[src/rtl/idex_pipeline_register.sv]
`default_nettype none
// ============================================================================
// Module      : idex_pipeline_register
// Description : ID/EX pipeline register for the mips32 five-stage core with
//               integrated load-use hazard detection. Captures decoded
//               operands/control from ID, inserts a bubble on flush or
//               load-use stall, and keeps saturating stall/bubble counters.
// Revision    : 1.0 - initial release
// ============================================================================
module idex_pipeline_register #(
    parameter int DATA_W  = 32,
    parameter int ALUOP_W = 4,
    parameter int CNT_W   = 16
) (
    input  logic               clk,
    input  logic               rst_n,
    input  logic               hold,
    input  logic               flush,
    input  logic               id_valid,
    input  logic [4:0]         id_rs,
    input  logic [4:0]         id_rt,
    input  logic [4:0]         id_rd,
    input  logic               id_uses_rs,
    input  logic               id_uses_rt,
    input  logic               id_reg_write,
    input  logic               id_mem_to_reg,
    input  logic               id_mem_read,
    input  logic               id_mem_write,
    input  logic               id_alu_src,
    input  logic [ALUOP_W-1:0] id_alu_op,
    input  logic [DATA_W-1:0]  id_rdata1,
    input  logic [DATA_W-1:0]  id_rdata2,
    input  logic [DATA_W-1:0]  id_imm,
    output logic               stall,
    output logic               idex_valid,
    output logic [4:0]         idex_rs,
    output logic [4:0]         idex_rt,
    output logic [4:0]         idex_rd,
    output logic               idex_reg_write,
    output logic               idex_mem_to_reg,
    output logic               idex_mem_read,
    output logic               idex_mem_write,
    output logic               idex_alu_src,
    output logic [ALUOP_W-1:0] idex_alu_op,
    output logic [DATA_W-1:0]  idex_rdata1,
    output logic [DATA_W-1:0]  idex_rdata2,
    output logic [DATA_W-1:0]  idex_imm,
    output logic [CNT_W-1:0]   stall_count,
    output logic [CNT_W-1:0]   bubble_count
);

    // Registered EX-stage state
    logic               r_valid;
    logic [4:0]         r_rs;
    logic [4:0]         r_rt;
    logic [4:0]         r_rd;
    logic               r_regWrite;
    logic               r_memToReg;
    logic               r_memRead;
    logic               r_memWrite;
    logic               r_aluSrc;
    logic [ALUOP_W-1:0] r_aluOp;
    logic [DATA_W-1:0]  r_rdata1;
    logic [DATA_W-1:0]  r_rdata2;
    logic [DATA_W-1:0]  r_imm;
    logic [CNT_W-1:0]   r_stallCount;
    logic [CNT_W-1:0]   r_bubbleCount;

    logic w_rsHit;
    logic w_rtHit;
    logic w_loadUse;
    logic w_stall;
    logic w_bubble;

    // Load-use detection. A store whose only dependence on the load is its
    // store data (rt) is resolved by the MEM/WB-to-MEM forward, so it does
    // not stall; a store using the load result as its base address does.
    always_comb begin
        w_rsHit   = id_uses_rs & (id_rs == r_rd);
        w_rtHit   = id_uses_rt & (id_rt == r_rd) & ~(id_mem_write & ~w_rsHit);
        w_loadUse = r_valid & r_memRead & r_regWrite & (r_rd != 5'd0)
                  & id_valid & (w_rsHit | w_rtHit);
        w_stall   = w_loadUse & ~flush & ~hold;
        w_bubble  = ~hold & (flush | w_loadUse);
    end

    // Pipeline register: hold freezes, flush/stall load an all-zero bubble,
    // otherwise capture the ID-stage instruction.
    always_ff @(posedge clk or negedge rst_n) begin
        if (!rst_n) begin
            r_valid    <= 1'b0;
            r_rs       <= 5'd0;
            r_rt       <= 5'd0;
            r_rd       <= 5'd0;
            r_regWrite <= 1'b0;
            r_memToReg <= 1'b0;
            r_memRead  <= 1'b0;
            r_memWrite <= 1'b0;
            r_aluSrc   <= 1'b0;
            r_aluOp    <= '0;
            r_rdata1   <= '0;
            r_rdata2   <= '0;
            r_imm      <= '0;
        end else if (hold) begin
            r_valid    <= r_valid;
        end else if (w_bubble) begin
            r_valid    <= 1'b0;
            r_rs       <= 5'd0;
            r_rt       <= 5'd0;
            r_rd       <= 5'd0;
            r_regWrite <= 1'b0;
            r_memToReg <= 1'b0;
            r_memRead  <= 1'b0;
            r_memWrite <= 1'b0;
            r_aluSrc   <= 1'b0;
            r_aluOp    <= '0;
            r_rdata1   <= '0;
            r_rdata2   <= '0;
            r_imm      <= '0;
        end else begin
            r_valid    <= id_valid;
            r_rs       <= id_rs;
            r_rt       <= id_rt;
            r_rd       <= id_rd;
            r_regWrite <= id_reg_write;
            r_memToReg <= id_mem_to_reg;
            r_memRead  <= id_mem_read;
            r_memWrite <= id_mem_write;
            r_aluSrc   <= id_alu_src;
            r_aluOp    <= id_alu_op;
            r_rdata1   <= id_rdata1;
            r_rdata2   <= id_rdata2;
            r_imm      <= id_imm;
        end
    end

    // Saturating stall counter: counts only stalls that actually took effect
    always_ff @(posedge clk or negedge rst_n) begin
        if (!rst_n) begin
            r_stallCount <= '0;
        end else if (w_stall && (r_stallCount != {CNT_W{1'b1}})) begin
            r_stallCount <= r_stallCount + 1'b1;
        end
    end

    // Saturating bubble counter: every bubble load, from flush or stall
    always_ff @(posedge clk or negedge rst_n) begin
        if (!rst_n) begin
            r_bubbleCount <= '0;
        end else if (w_bubble && (r_bubbleCount != {CNT_W{1'b1}})) begin
            r_bubbleCount <= r_bubbleCount + 1'b1;
        end
    end

    assign stall           = w_stall;
    assign idex_valid      = r_valid;
    assign idex_rs         = r_rs;
    assign idex_rt         = r_rt;
    assign idex_rd         = r_rd;
    assign idex_reg_write  = r_regWrite;
    assign idex_mem_to_reg = r_memToReg;
    assign idex_mem_read   = r_memRead;
    assign idex_mem_write  = r_memWrite;
    assign idex_alu_src    = r_aluSrc;
    assign idex_alu_op     = r_aluOp;
    assign idex_rdata1     = r_rdata1;
    assign idex_rdata2     = r_rdata2;
    assign idex_imm        = r_imm;
    assign stall_count     = r_stallCount;
    assign bubble_count    = r_bubbleCount;

endmodule
`default_nettype wire

[config.mk]
export PLATFORM = sky130hd
export DESIGN_NAME = idex_pipeline_register
export DESIGN_NICKNAME = d
export VERILOG_FILES = /design/src/rtl/idex_pipeline_register.sv
export SDC_FILE = /design/constraint.sdc
export NUM_CORES = 1
export LEC_CHECK = 0
export CELL_PAD_IN_SITES_DETAIL_PLACEMENT = 2
export CELL_PAD_IN_SITES_GLOBAL_PLACEMENT = 2
export CORE_UTILIZATION = 23
export DETAILED_ROUTE_END_ITERATION = 6
export HOLD_SLACK_MARGIN = 0.1
export PLACE_DENSITY = 0.85
export SLEW_MARGIN = 20
export SYNTH_ARGS = -nofsm -noshare
export SYNTH_HDL_FRONTEND = slang
export SYNTH_SLANG_ARGS = --single-unit
export TNS_END_PERCENT = 30
[constraint.sdc]
create_clock -name clk -period 1.7 [get_ports clk]
set_input_delay 0.17 -clock clk [delete_from_list [all_inputs] [get_ports clk]]
set_output_delay 0.17 -clock clk [all_outputs]
set_load 0.005 [all_outputs]
# Word-level counts from Yosys, hierarchy flattened

Index checks and enable logic that the tools add are counted.

Flip-flop bits (word level): 153
Input port bits: 127
Logic and storage cells: 55

$add $sub $neg: 2
Equality and inequality tests: 4
Multiplexer cells: 13
Bitwise operators: 18
Reduce and logical (&&, ||, !) cells: 3

Operators by type and width:

| cell                                          | number |
|---|---|
| 2-to-1 mux 32 bit                             | 3 |
| adder 16 x 1 -> 16 bit, second input constant | 2 |
| != test 16 bit, second input constant         | 2 |
| 2-to-1 mux 5 bit                              | 3 |
| AND 1 bit                                     | 12 |
| equality test 5 bit                           | 2 |
| 2-to-1 mux 1 bit                              | 6 |
| nonzero test 5 bit                            | 1 |
| 2-to-1 mux 4 bit                              | 1 |
| inverter 1 bit                                | 4 |
| logical AND 1 bit                             | 2 |
| bitwise OR 1 bit                              | 2 |

# Longest topological paths before layout

Gate-level depths: netlist of the first run.

Word-level depth: 11
Depth in mapped cells: 7
Gate-level depth less buffers: 7

# Worst setup path after synthesis of the first run

Ideal clock, no wire load.

Kind: flip-flop to flip-flop
Start point: register r_rd[0] (netlist: idex_rd[0])
End point: register r_bubbleCount[14] (netlist: bubble_count[14])
Data arrival time: 1.708 ns
Required time: 1.575 ns
Slack: -0.133 ns
Stages on the path, launching flop included: 7
Path buffers: 0
Path through: dfrtp_1 > xnor2_1 > nand4_1 > o22ai_2 > a21oi_2 > nor4_2 > mux2_2

Cells in the longest elaborated chain, start to end: 11
Elaborated cells between the ends (all ways): 16
Those cells by class: eq/ne: 2; bitwise: 12; reduce/logical: 2

RTL lines:

| what                   | RTL line | source |
|---|---|---|
| start, declared        | 56       | `logic [4:0] r_rd;` |
| start signal, assigned | 124      | `r_rd <= id_rd;` |
| equality test 5 bit    | 79       | `w_rsHit = id_uses_rs & (id_rs == r_rd);` |
| AND 1 bit              | 79       |  |
| inverter 1 bit         | 80       | `w_rtHit = id_uses_rt & (id_rt == r_rd) & ~(id_mem_write & ~w_rsHit);` |
| AND 1 bit              | 80       |  |
| inverter 1 bit         | 80       |  |
| AND 1 bit              | 80       |  |
| bitwise OR 1 bit       | 82       | `& id_valid & (w_rsHit \| w_rtHit);` |
| AND 1 bit *            | 82       |  |
| bitwise OR 1 bit *     | 84       | `w_bubble = ~hold & (flush \| w_loadUse);` |
| AND 1 bit *            | 84       |  |
| logical AND 1 bit *    | 150      | `end else if (w_bubble && (r_bubbleCount != {CNT_W{1'b1}})) begin` |
| end signal, assigned   | 151      | `r_bubbleCount <= r_bubbleCount + 1'b1;` |
| end, declared          | 67       | `logic [CNT_W-1:0] r_bubbleCount;` |

Every way passes the cells marked *; elsewhere a longest branch is shown, timed or not.
A chain may end at the register's enable or synchronous reset.

# Final worst setup path of the first run

Start point: register r_rd[3] (netlist: idex_rd[3])
End point: register r_rdata2[13] (netlist: idex_rdata2[13])

Cells in the longest elaborated chain, start to end: 11
Elaborated cells between the ends (all ways): 16
Those cells by class: eq/ne: 2; mux: 1; bitwise: 12; reduce/logical: 1

RTL lines:

| what                 | RTL line | source |
|---|---|---|
| equality test 5 bit  | 79       |  |
| AND 1 bit            | 79       |  |
| inverter 1 bit       | 80       |  |
| AND 1 bit            | 80       |  |
| inverter 1 bit       | 80       |  |
| AND 1 bit            | 80       |  |
| bitwise OR 1 bit     | 82       |  |
| AND 1 bit *          | 82       |  |
| bitwise OR 1 bit *   | 84       |  |
| AND 1 bit *          | 84       |  |
| 2-to-1 mux 32 bit *  | 106      | `end else if (w_bubble) begin` |
| end signal, assigned | 132      | `r_rdata2 <= id_rdata2;` |
| end, declared        | 64       | `logic [DATA_W-1:0] r_rdata2;` |

Marked as above.

==> results of run 1 <==
-- final timing paths --
path	startpoint	to	slack [ns]	cells after the start
max	idex_rd[3]	idex_rdata2[13]	-0.37	10
min	rst_n	stall_count[8]	0.26	2
max reg2reg	idex_rd[3]	idex_rdata2[13]	-0.37	10
min reg2reg	idex_rt[2]	idex_rt[2]	0.51	1
max in group asynchronous	rst_n	idex_rd[2]	0.82	3
min in group clk	hold	bubble_count[13]	0.34	4
-- critical path, stage by stage, from the launching register on --
cell and delay, ns:
dfrtp_1 0.40, buf_6 0.14, xnor2_4 0.12, nand4_1 0.12, o22ai_2 0.10, buf_4 0.15, buf_6 0.12, a21boi_4 0.28
buf_12 0.22, buf_16 0.16, a22o_1 0.16
-- logic make-up (layout without fill, tap and decap cells) --
group | Yosys count | in the layout
buf+inv | 34 | 402
fa+ha+maj | 2 | 2
xor+xnor | 36 | 36
simple gates | 83 | 83
other cells | 0 | 1
flops | 153 | 153
compound gates | 130 | 130
mux | 5 | 5
-- layout make-up --
type	count	share of cell area
repair buffers	367	0.342
well taps	330	0.0375
flip-flops and latches	153	0.348
clock inverters	11	0.0200
inverters	5	0.00170
clock buffers	19	0.0411
multi-input cells	256	0.210
diodes	1	0.000227
-- report_power, final --
| group | total, mW | internal (mW) | switching (mW) | leakage [nW] |
|---|---|---|---|---|
| registers | 4.16 | 3.93 | 0.227 | 1.98 |
| clock network | 4.42 | 2.83 | 1.59 | 0.329 |
| logic | 1.97 | 1.23 | 0.736 | 2.62 |
-- cell usage after synthesis, types with 4 or more instances --
| cell type | n |
|---|---|
| nand2_1 | 16 |
| nand4_1 | 8 |
| and3_1 | 7 |
| nor4_1 | 6 |
| mux2_2 | 4 |
| xor2_1 | 20 |
| nor2_1 | 12 |
| nor3_1 | 11 |
| a22o_1 | 121 |
| nand3_1 | 10 |
| xnor2_1 | 16 |
| inv_1 | 5 |
| dfrtp_1 | 153 |
| buf_2 | 4 |
| clkbuf_1 | 14 |
| buf_4 | 10 |
-- what timing repair did --
item	4_1_cts	5_1_grt
endpoints found under the setup margin	158	159
setup buffers	9	4
hold buffers	1	0
hold endpoints to repair	73	0
pin swaps	25	31
resized for setup	49	35
cloned	4	1
-- through the flow --
step                      power [mW]  hold WS [ns]  setup TNS (ns)  cells   util
after CTS                       10.7         0.258          -49.06   1136  0.425
after floorplan                 4.66        -0.126           -2.08    443      -
after global routing            11.0         0.298          -61.33   1141  0.434
after detailed placement        6.07         0.143          -77.17   1094  0.383
final                           10.6         0.262          -43.89   1142  0.434
after global placement          5.97         0.143          -71.06   1094  0.383
-- metal layers --
layer / wire [µm] / up-vias / GRT usage
met4: 469 / 0 / 0.0606
met2: 12800 / 199 / 0.323
li1: - / 2373 / -
met1: 9900 / 2745 / 0.212
met5: 0 / - / 0
met3: 1640 / 26 / 0.0607
==> flow_metrics.env, run 1 <==
export IMPL_gr_usage_all_layers=0.185
export IMPL_gp_congestion=0.750
export IMPL_required_ns=2.04
export IMPL_final_nets=929
export IMPL_slew_viol_final=0
export IMPL_max_slew_worst_pin_slew_ns=0.458
export IMPL_hp_class="in2async"
export IMPL_cts_tree="yes"
export IMPL_portBuffers=280
export IMPL_grt_ovfl_total=0
export IMPL_grt_max_degree=85
export IMPL_multi_input_area_mm2=0.00231
export IMPL_seqCellArea_mm2=0.00383
export IMPL_synth_fa_ha_area_frac=0.00417
export IMPL_rsz0062_at_grt="true"
export IMPL_core_area_mm2=0.0254
export IMPL_start_kind="register"
export IMPL_ant_nets=0
export IMPL_dp_hpwl_um=17300
export IMPL_grt_pass1_vias=6212
export IMPL_synth_top_cell_area_share=0.637
export IMPL_drt_wirelength_per_cell_um=21.7
export IMPL_period_share=1.22
export IMPL_fin_skew_ns=0.0125
export IMPL_muxShareOfSynthArea=0.00916
export IMPL_synth_simple_area_share=0.0775
export IMPL_drive_gt1_frac=0.208
export IMPL_yosys_cell_types_count=38
export IMPL_synth_area_leaders="dfrtp_1 (64%), a22o_1 (18%), xor2_1 (2.9%)"
export IMPL_cp_max_fo=16
export IMPL_initial_core_util=0.237
export IMPL_vdd_drop_max_uv=602
export IMPL_place_area_mm2=0.00973
export IMPL_synth_compound_area_share=0.190
export IMPL_slew_headroom=0.695
export IMPL_violations="setup timing"
export IMPL_drtIter0Drc=190
export IMPL_yosysTopAreaCell="dfrtp_1"
export IMPL_preCtsSetupSlack_ns=-0.755
export IMPL_mappedNetlistNets=572
export IMPL_clock_sinks=153
export IMPL_drt_first_pass_iters=4
export IMPL_die_h_um=164
export IMPL_synth_seq_cells=153
export IMPL_endpoint_kind="register"
export IMPL_grt_pass1_wl_um=37200
export IMPL_num_io_pins=281
export IMPL_crit_arrival_ns=2.41
export IMPL_grt_antenna_before_repair=2
export IMPL_clk_latency_ns=0.42
export IMPL_setup_viol=154
export IMPL_postSynthCellCount=443
export IMPL_clock_fmax_mhz=484
export IMPL_drc=0
export IMPL_vias=5343
export IMPL_min_period_ns=2.07
export IMPL_viasPerCell=4.68
export IMPL_maxCapViolations=0
export IMPL_h_tree_depth=4
export IMPL_cts_root_buf="clkbuf_16"
export IMPL_die_w_um=164
export IMPL_layout_commonest_cell="clkdlybuf4s50_1"
export IMPL_syn2layout_area_growth_pct=83.5
export IMPL_synth_xor_area_share=0.0525
export IMPL_p_per_area_mw_per_mm2=958
export IMPL_outcome="finished, violations left"
export IMPL_synth_edf_count=0
export IMPL_yosysSeqAreaShare=0.637
export IMPL_leakagePower_nw=4.93
export IMPL_crit_type="reg2reg"
export IMPL_synth_area_per_cell_um2=13.6
export IMPL_synth_ff_type="dfrtp_1"
export IMPL_hold_viol=0
export IMPL_clk_pin_slew_worst_paths_ns=0.07
export IMPL_clockBufferDepth=2
export IMPL_netlist_area_mm2=0.00601
export IMPL_final_area_mm2=0.0110
export IMPL_fill_cells=2551
export IMPL_synth_top_family_by_area="compound AO/OA/AOI/OAI gates"
export IMPL_yosysWarnings=0
export IMPL_wirelength_um=24800
export IMPL_rows=58
export IMPL_layout_cells_most_common_list="clkdlybuf4s50_1 (274), dfrtp_1 (149), a22o_1 (121)"
export IMPL_synthArstFlopShare=1.00
export IMPL_die_area_mm2=0.0268
export IMPL_finalWorstSetupSlack_ns=-0.366
export IMPL_cts_buffers=17
Power figures use the tool's default switching activity.
==> run 2, diff against run 1 <==
--- a/config.mk
+++ b/config.mk
@@ -7,6 +7,7 @@
 export LEC_CHECK = 0
 export CELL_PAD_IN_SITES_DETAIL_PLACEMENT = 2
 export CELL_PAD_IN_SITES_GLOBAL_PLACEMENT = 2
+export CORE_MARGIN = 2
 export CORE_UTILIZATION = 23
 export DETAILED_ROUTE_END_ITERATION = 6
 export HOLD_SLACK_MARGIN = 0.1
==> run 2 against run 1 <==
  * The flow still finishes with violations (setup timing)
  * Via count increased by 0.39%
  * Combinational power hardly changed
  * Power decreased by 6.2%
  * Critical path type unchanged
==> flow_metrics.env, run 2 (synthesized netlist as in run 1, its figures left out) <==
export IMPL_outcome="finished, violations left"
export IMPL_violations="setup timing"
export IMPL_crit_type="reg2reg"
export IMPL_drt_wirelength_per_cell_um=22.2
export IMPL_slew_viol_final=0
export IMPL_final_nets=930
export IMPL_crit_arrival_ns=2.36
export IMPL_p_sw_mw=2.78
export IMPL_endpoint_kind="register"
export IMPL_fin_util=0.426
export IMPL_path_cells="xnor2_2, nand4_1, o22ai_2, buf_6, a21boi_4, buf_12, buf_4, buf_16, a22o_1"
export IMPL_hold_viol=0
export IMPL_layout_commonest_cell="clkdlybuf4s50_1"
export IMPL_cts_root_buf="clkbuf_16"
export IMPL_share_seq_of_total_power=0.421
export IMPL_syn2layout_area_growth_pct=83.2
export IMPL_grt_max_degree=47
export IMPL_fin_skew_ns=0.0164
export IMPL_drive_gt1_frac=0.213
export IMPL_die_area_mm2=0.0274
export IMPL_drtIter0Drc=193
export IMPL_clk_pin_slew_worst_paths_ns=0.07
export IMPL_grt_antenna_before_repair=4
export IMPL_power_frac_clock=0.383
export IMPL_max_slew_worst_pin_slew_ns=0.535
export IMPL_cp_max_fo=7
export IMPL_grt_pass1_vias=6185
export IMPL_leakagePower_nw=4.99
export IMPL_clock_fmax_mhz=487
export IMPL_cts_buffers=17
export IMPL_portBuffers=280
export IMPL_clock_sinks=153
export IMPL_rows=59
export IMPL_vias=5364
export IMPL_initial_core_util=0.232
export IMPL_hp_class="in2async"
export IMPL_period_share=1.21
export IMPL_wirelength_um=25600
export IMPL_setup_viol=154
export IMPL_p_per_area_mw_per_mm2=899
export IMPL_fill_cells=2588
export IMPL_final_area_mm2=0.0110
export IMPL_h_tree_depth=4
export IMPL_viasPerCell=4.65
export IMPL_drc=0
export IMPL_grt_ovfl_total=0
export IMPL_slowest_delay_ns=0.47
export IMPL_grt_pass1_wl_um=38400
export IMPL_die_w_um=166
export IMPL_combPwrFrac=0.196
export IMPL_power_report_internal_total_mw=7.12
export IMPL_clk_latency_ns=0.43
export IMPL_die_h_um=166
export IMPL_vdd_drop_max_uv=594
export IMPL_cts_tree="yes"
export IMPL_critPathSlowestCell="dfrtp_2"
export IMPL_core_area_mm2=0.0258
export IMPL_num_io_pins=281
export IMPL_min_period_ns=2.05
export IMPL_ant_nets=0
export IMPL_place_area_mm2=0.00973
export IMPL_finalWorstSetupSlack_ns=-0.355
export IMPL_dp_hpwl_um=17200
export IMPL_required_ns=2.00
export IMPL_slew_headroom=0.643
export IMPL_holdWs_ns=0.248
export IMPL_drt_first_pass_iters=4
export IMPL_layout_cells_most_common_list="clkdlybuf4s50_1 (269), dfrtp_1 (148), a22o_1 (121)"
export IMPL_start_kind="register"
export IMPL_gp_congestion=0.759
export IMPL_sw_frac_of_total=0.281
export IMPL_clockBufferDepth=2
export IMPL_maxCapViolations=0
export IMPL_gr_usage_all_layers=0.179
export IMPL_rsz0062_at_grt="true"
## run 2: cell count changes in the layout (fill, tap and decap cells not counted), moves of 5 or more
| cell | before | now |
|---|---|---|
| clkbuf_16 | 18 | 23 |
| buf_6 | 15 | 6 |
| buf_4 | 59 | 64 |
| clkdlybuf4s50_1 | 274 | 269 |
| bufinv_16 | 6 | 0 |
| inv_6 | 0 | 5 |
## run 2: worst max-delay path, delay by kind of cell, from the launching register on
family,cells,cell delay [ns]
flip-flops,1,0.47
AO/OA/AOI/OAI,3,0.49
XOR/XNOR,1,0.17
AND/OR/NAND/NOR,1,0.22
buffers and inverters,4,0.58
## run 2: cell type report
type | instances | area (µm²) | share of cell area
Sequential cell | 153 | 3830 | 0.349
Antenna cell | 4 | 10.0 | 0.000910
Timing Repair Buffer | 368 | 3830 | 0.348
Clock inverter | 15 | 155 | 0.0141
Clock buffer | 17 | 425 | 0.0387
Inverter | 5 | 18.8 | 0.00171
Multi-Input combinational cell | 256 | 2310 | 0.210
Tap cell | 335 | 419 | 0.0381
## run 2: timing repair
item                       4_1_cts  5_1_grt
setup endpoints to repair      159      160
buffers inserted                 4        4
cloned                           4        7
hold endpoints to repair       153        0
pin swaps                       18       19
hold buffers                     1        0
resized for setup               46       31
## run 2: power by group through the flow
stage	sequential [mW]	clock (mW)	combinational, mW
2_1_floorplan	4.23	0	0.438
3_3_place_gp	4.19	0	1.74
3_5_place_dp	4.22	0	1.81
4_1_cts	4.16	3.90	1.89
5_1_grt	4.20	4.06	2.08
6_report	4.16	3.79	1.94
## run 2: worst paths after layout
| path | cells past startpoint | startpoint | slack, ns | to |
|---|---|---|---|---|
| worst max-delay path | 9 | idex_rd[3] | -0.35 | idex_imm[6] |
| worst min-delay path | 2 | rst_n | 0.25 | idex_rdata2[5] |
| worst max register to register | 9 | idex_rd[3] | -0.35 | idex_imm[6] |
| worst min register to register | 1 | idex_rdata2[28] | 0.51 | idex_rdata2[28] |
| max in group asynchronous | 3 | rst_n | 0.82 | idex_rd[4] |
| min in group clk | 2 | id_imm[26] | 0.34 | idex_imm[26] |
## run 2: metal layers
layer  track usage  routed length, µm  up-vias
li1              -                  -     2392
met2         0.316              13400      182
met4        0.0696                583        0
met5             0                  0        -
met3        0.0430               1250       26
met1         0.210              10300     2764
## run 2: stage by stage
step	total power, mW	worst slack (ns)	instances	TNS (ns)
final	9.89	-0.355	1153	-42.92
after global routing	10.3	-0.430	1152	-55.09
after floorplan	4.66	-0.0562	443	-2.08
after detailed placement	6.03	-0.612	1099	-66.25
after global placement	5.93	-0.555	1099	-61.13
after CTS	9.95	-0.336	1139	-30.90
==> run 3, diff against run 2 <==
--- a/config.mk
+++ b/config.mk
@@ -7,6 +7,7 @@
 export LEC_CHECK = 0
 export CELL_PAD_IN_SITES_DETAIL_PLACEMENT = 2
 export CELL_PAD_IN_SITES_GLOBAL_PLACEMENT = 2
+export CORE_ASPECT_RATIO = 0.6
 export CORE_MARGIN = 2
 export CORE_UTILIZATION = 23
 export DETAILED_ROUTE_END_ITERATION = 6
==> run 3 against run 2 <==
  * Design area up 1.4%
  * Setup slack lost 0.074 ns
  * First-iteration DRC count rose by 48%
  * Register-to-register slack worse by 0.07 ns
  * Largest power group unchanged
  * The flow still finishes with violations (setup timing)
  * Final cell count increased by 2.3%
  * Clock-buffer cell count up 4
  * Die area increased by 0.15%
  * Routed wire length up 12%
==> flow_metrics.env, run 3 (synthesized netlist as in run 1, its figures left out) <==
export IMPL_layout_cells_most_common_list="clkdlybuf4s50_1 (265), dfrtp_1 (149), a22o_1 (121)"
export IMPL_leakagePower_nw=5.07
export IMPL_layout_commonest_cell="clkdlybuf4s50_1"
export IMPL_rr_startpoint="idex_rd[2]"
export IMPL_r2r_setup_slack_ns=-0.43
export IMPL_drt_first_pass_iters=4
export IMPL_period_share=1.25
export IMPL_total_power_mw=10.3
export IMPL_crit_end="idex_imm[3]"
export IMPL_wirelength_um=28500
export IMPL_power_report_internal_total_mw=7.63
export IMPL_fin_skew_ns=0.0111
export IMPL_sw_frac_of_total=0.258
export IMPL_slew_headroom=0.695
export IMPL_required_ns=2.01
export IMPL_combPwrFrac=0.197
export IMPL_r2r_end="idex_imm[3]"
export IMPL_hp_class="in2reg"
export IMPL_diodes=0
export IMPL_drt_wirelength_per_cell_um=24.2
export IMPL_place_area_mm2=0.00978
export IMPL_die_w_um=213
export IMPL_core_area_mm2=0.0254
export IMPL_start_kind="register"
export IMPL_clockBufferDepth=2
export IMPL_vdd_drop_max_uv=561
export IMPL_share_seq_of_total_power=0.407
export IMPL_grt_pass1_vias=6153
export IMPL_num_io_pins=281
export IMPL_crit_start="idex_rd[2]"
export IMPL_cts_buffers=17
export IMPL_vias=5498
export IMPL_final_area_mm2=0.0112
export IMPL_endpoint_kind="register"
export IMPL_die_area_mm2=0.0275
export IMPL_min_period_ns=2.13
export IMPL_portBuffers=280
export IMPL_clk_pin_slew_worst_paths_ns=0.07
export IMPL_initial_core_util=0.236
export IMPL_instances_no_fill=1179
export IMPL_p_per_area_mw_per_mm2=921
export IMPL_hold_viol=0
export IMPL_drc=0
export IMPL_crit_arrival_ns=2.44
export IMPL_drtIter0Drc=285
export IMPL_dp_hpwl_um=19300
export IMPL_final_nets=944
export IMPL_finalWorstSetupSlack_ns=-0.428
export IMPL_grt_pass1_wl_um=39700
export IMPL_outcome="finished, violations left"
export IMPL_clock_sinks=153
export IMPL_ant_nets=0
export IMPL_p_sw_mw=2.65
export IMPL_slew_viol_final=0
export IMPL_h_tree_depth=4
export IMPL_grt_ovfl_total=0
export IMPL_crit_type="reg2reg"
export IMPL_placed_cells=1122
export IMPL_viasPerCell=4.66
export IMPL_syn2layout_area_growth_pct=85.8
export IMPL_holdWs_ns=0.211
export IMPL_preCtsSetupSlack_ns=-0.709
export IMPL_clk_latency_ns=0.44
export IMPL_rows=45
export IMPL_rr_worst_depth=10
export IMPL_grt_antenna_before_repair=1
export IMPL_cp_max_fo=7
export IMPL_max_slew_worst_pin_slew_ns=0.458
export IMPL_final_setup_tns_ns=-53.83
export IMPL_gp_congestion=0.756
export IMPL_rsz0062_at_grt="true"
export IMPL_holdCritStartpoint="hold"
export IMPL_die_h_um=129
export IMPL_cts_root_buf="clkbuf_16"
export IMPL_maxCapViolations=0
export IMPL_cts_tree="yes"
export IMPL_power_frac_clock=0.397
export IMPL_violations="setup timing"
export IMPL_gr_usage_all_layers=0.196
export IMPL_clock_fmax_mhz=470
export IMPL_grt_max_degree=98
export IMPL_setup_viol=154
export IMPL_fin_util=0.438
export IMPL_drive_gt1_frac=0.215
==> run 3: worst min-delay path by stage <==
stage | slack (ns) | depth (start not counted) | end
after floorplan | -0.13 | 0 | bubble_count[0]
after global placement | 0.13 | 1 | idex_rdata1[5]
after detailed placement | 0.13 | 1 | idex_rdata1[6]
after CTS | 0.17 | 3 | bubble_count[12]
after global routing | 0.21 | 3 | bubble_count[12]
final | 0.21 | 3 | bubble_count[12]
==> run 3: timing repair <==
| item | 4_1_cts | 5_1_grt |
|---|---|---|
| hold buffers | 1 | 0 |
| pin swaps | 25 | 13 |
| buffers inserted | 7 | 7 |
| hold endpoints to repair | 136 | 0 |
| resized for setup | 63 | 20 |
| gates cloned | 5 | 11 |
| endpoints found under the setup margin | 164 | 158 |
==> run 3: cell type report <==
type | count | area (µm²)
clock buffers | 21 | 470
repair buffers | 382 | 4020
clock inverters | 10 | 141
multi-input cells | 256 | 2240
flip-flops and latches | 153 | 3830
inverters | 5 | 18.8
fillers | 2541 | 14300
well taps | 352 | 440
==> run 3: routing by layer <==
layer | vias to the layer above | track usage | part of all wire
met5 | - | 0 | 0.00046
met4 | 2 | 0.0502 | 0.012
met3 | 20 | 0.0776 | 0.082
met2 | 213 | 0.338 | 0.49
met1 | 2844 | 0.229 | 0.42
li1 | 2419 | - | -
==> run 3: power groups by stage <==
stage	logic, mW	clock network (mW)	registers, mW
global route	2.17	4.31	4.21
floorplan	0.438	0	4.23
global placement	1.76	0	4.20
CTS	1.94	4.13	4.18
detailed placement	1.85	0	4.23
finish	2.02	4.08	4.18
==> run 3: worst max-delay path: stages, from the launching register on <==
cell and delay (ns):
dfrtp_2 0.46, xnor2_1 0.17, nand4_1 0.19, o22ai_2 0.23, buf_6 0.13, buf_6 0.09
a21boi_4 0.05, buf_12 0.13, clkbuf_16 0.18, buf_16 0.15, a22o_1 0.22
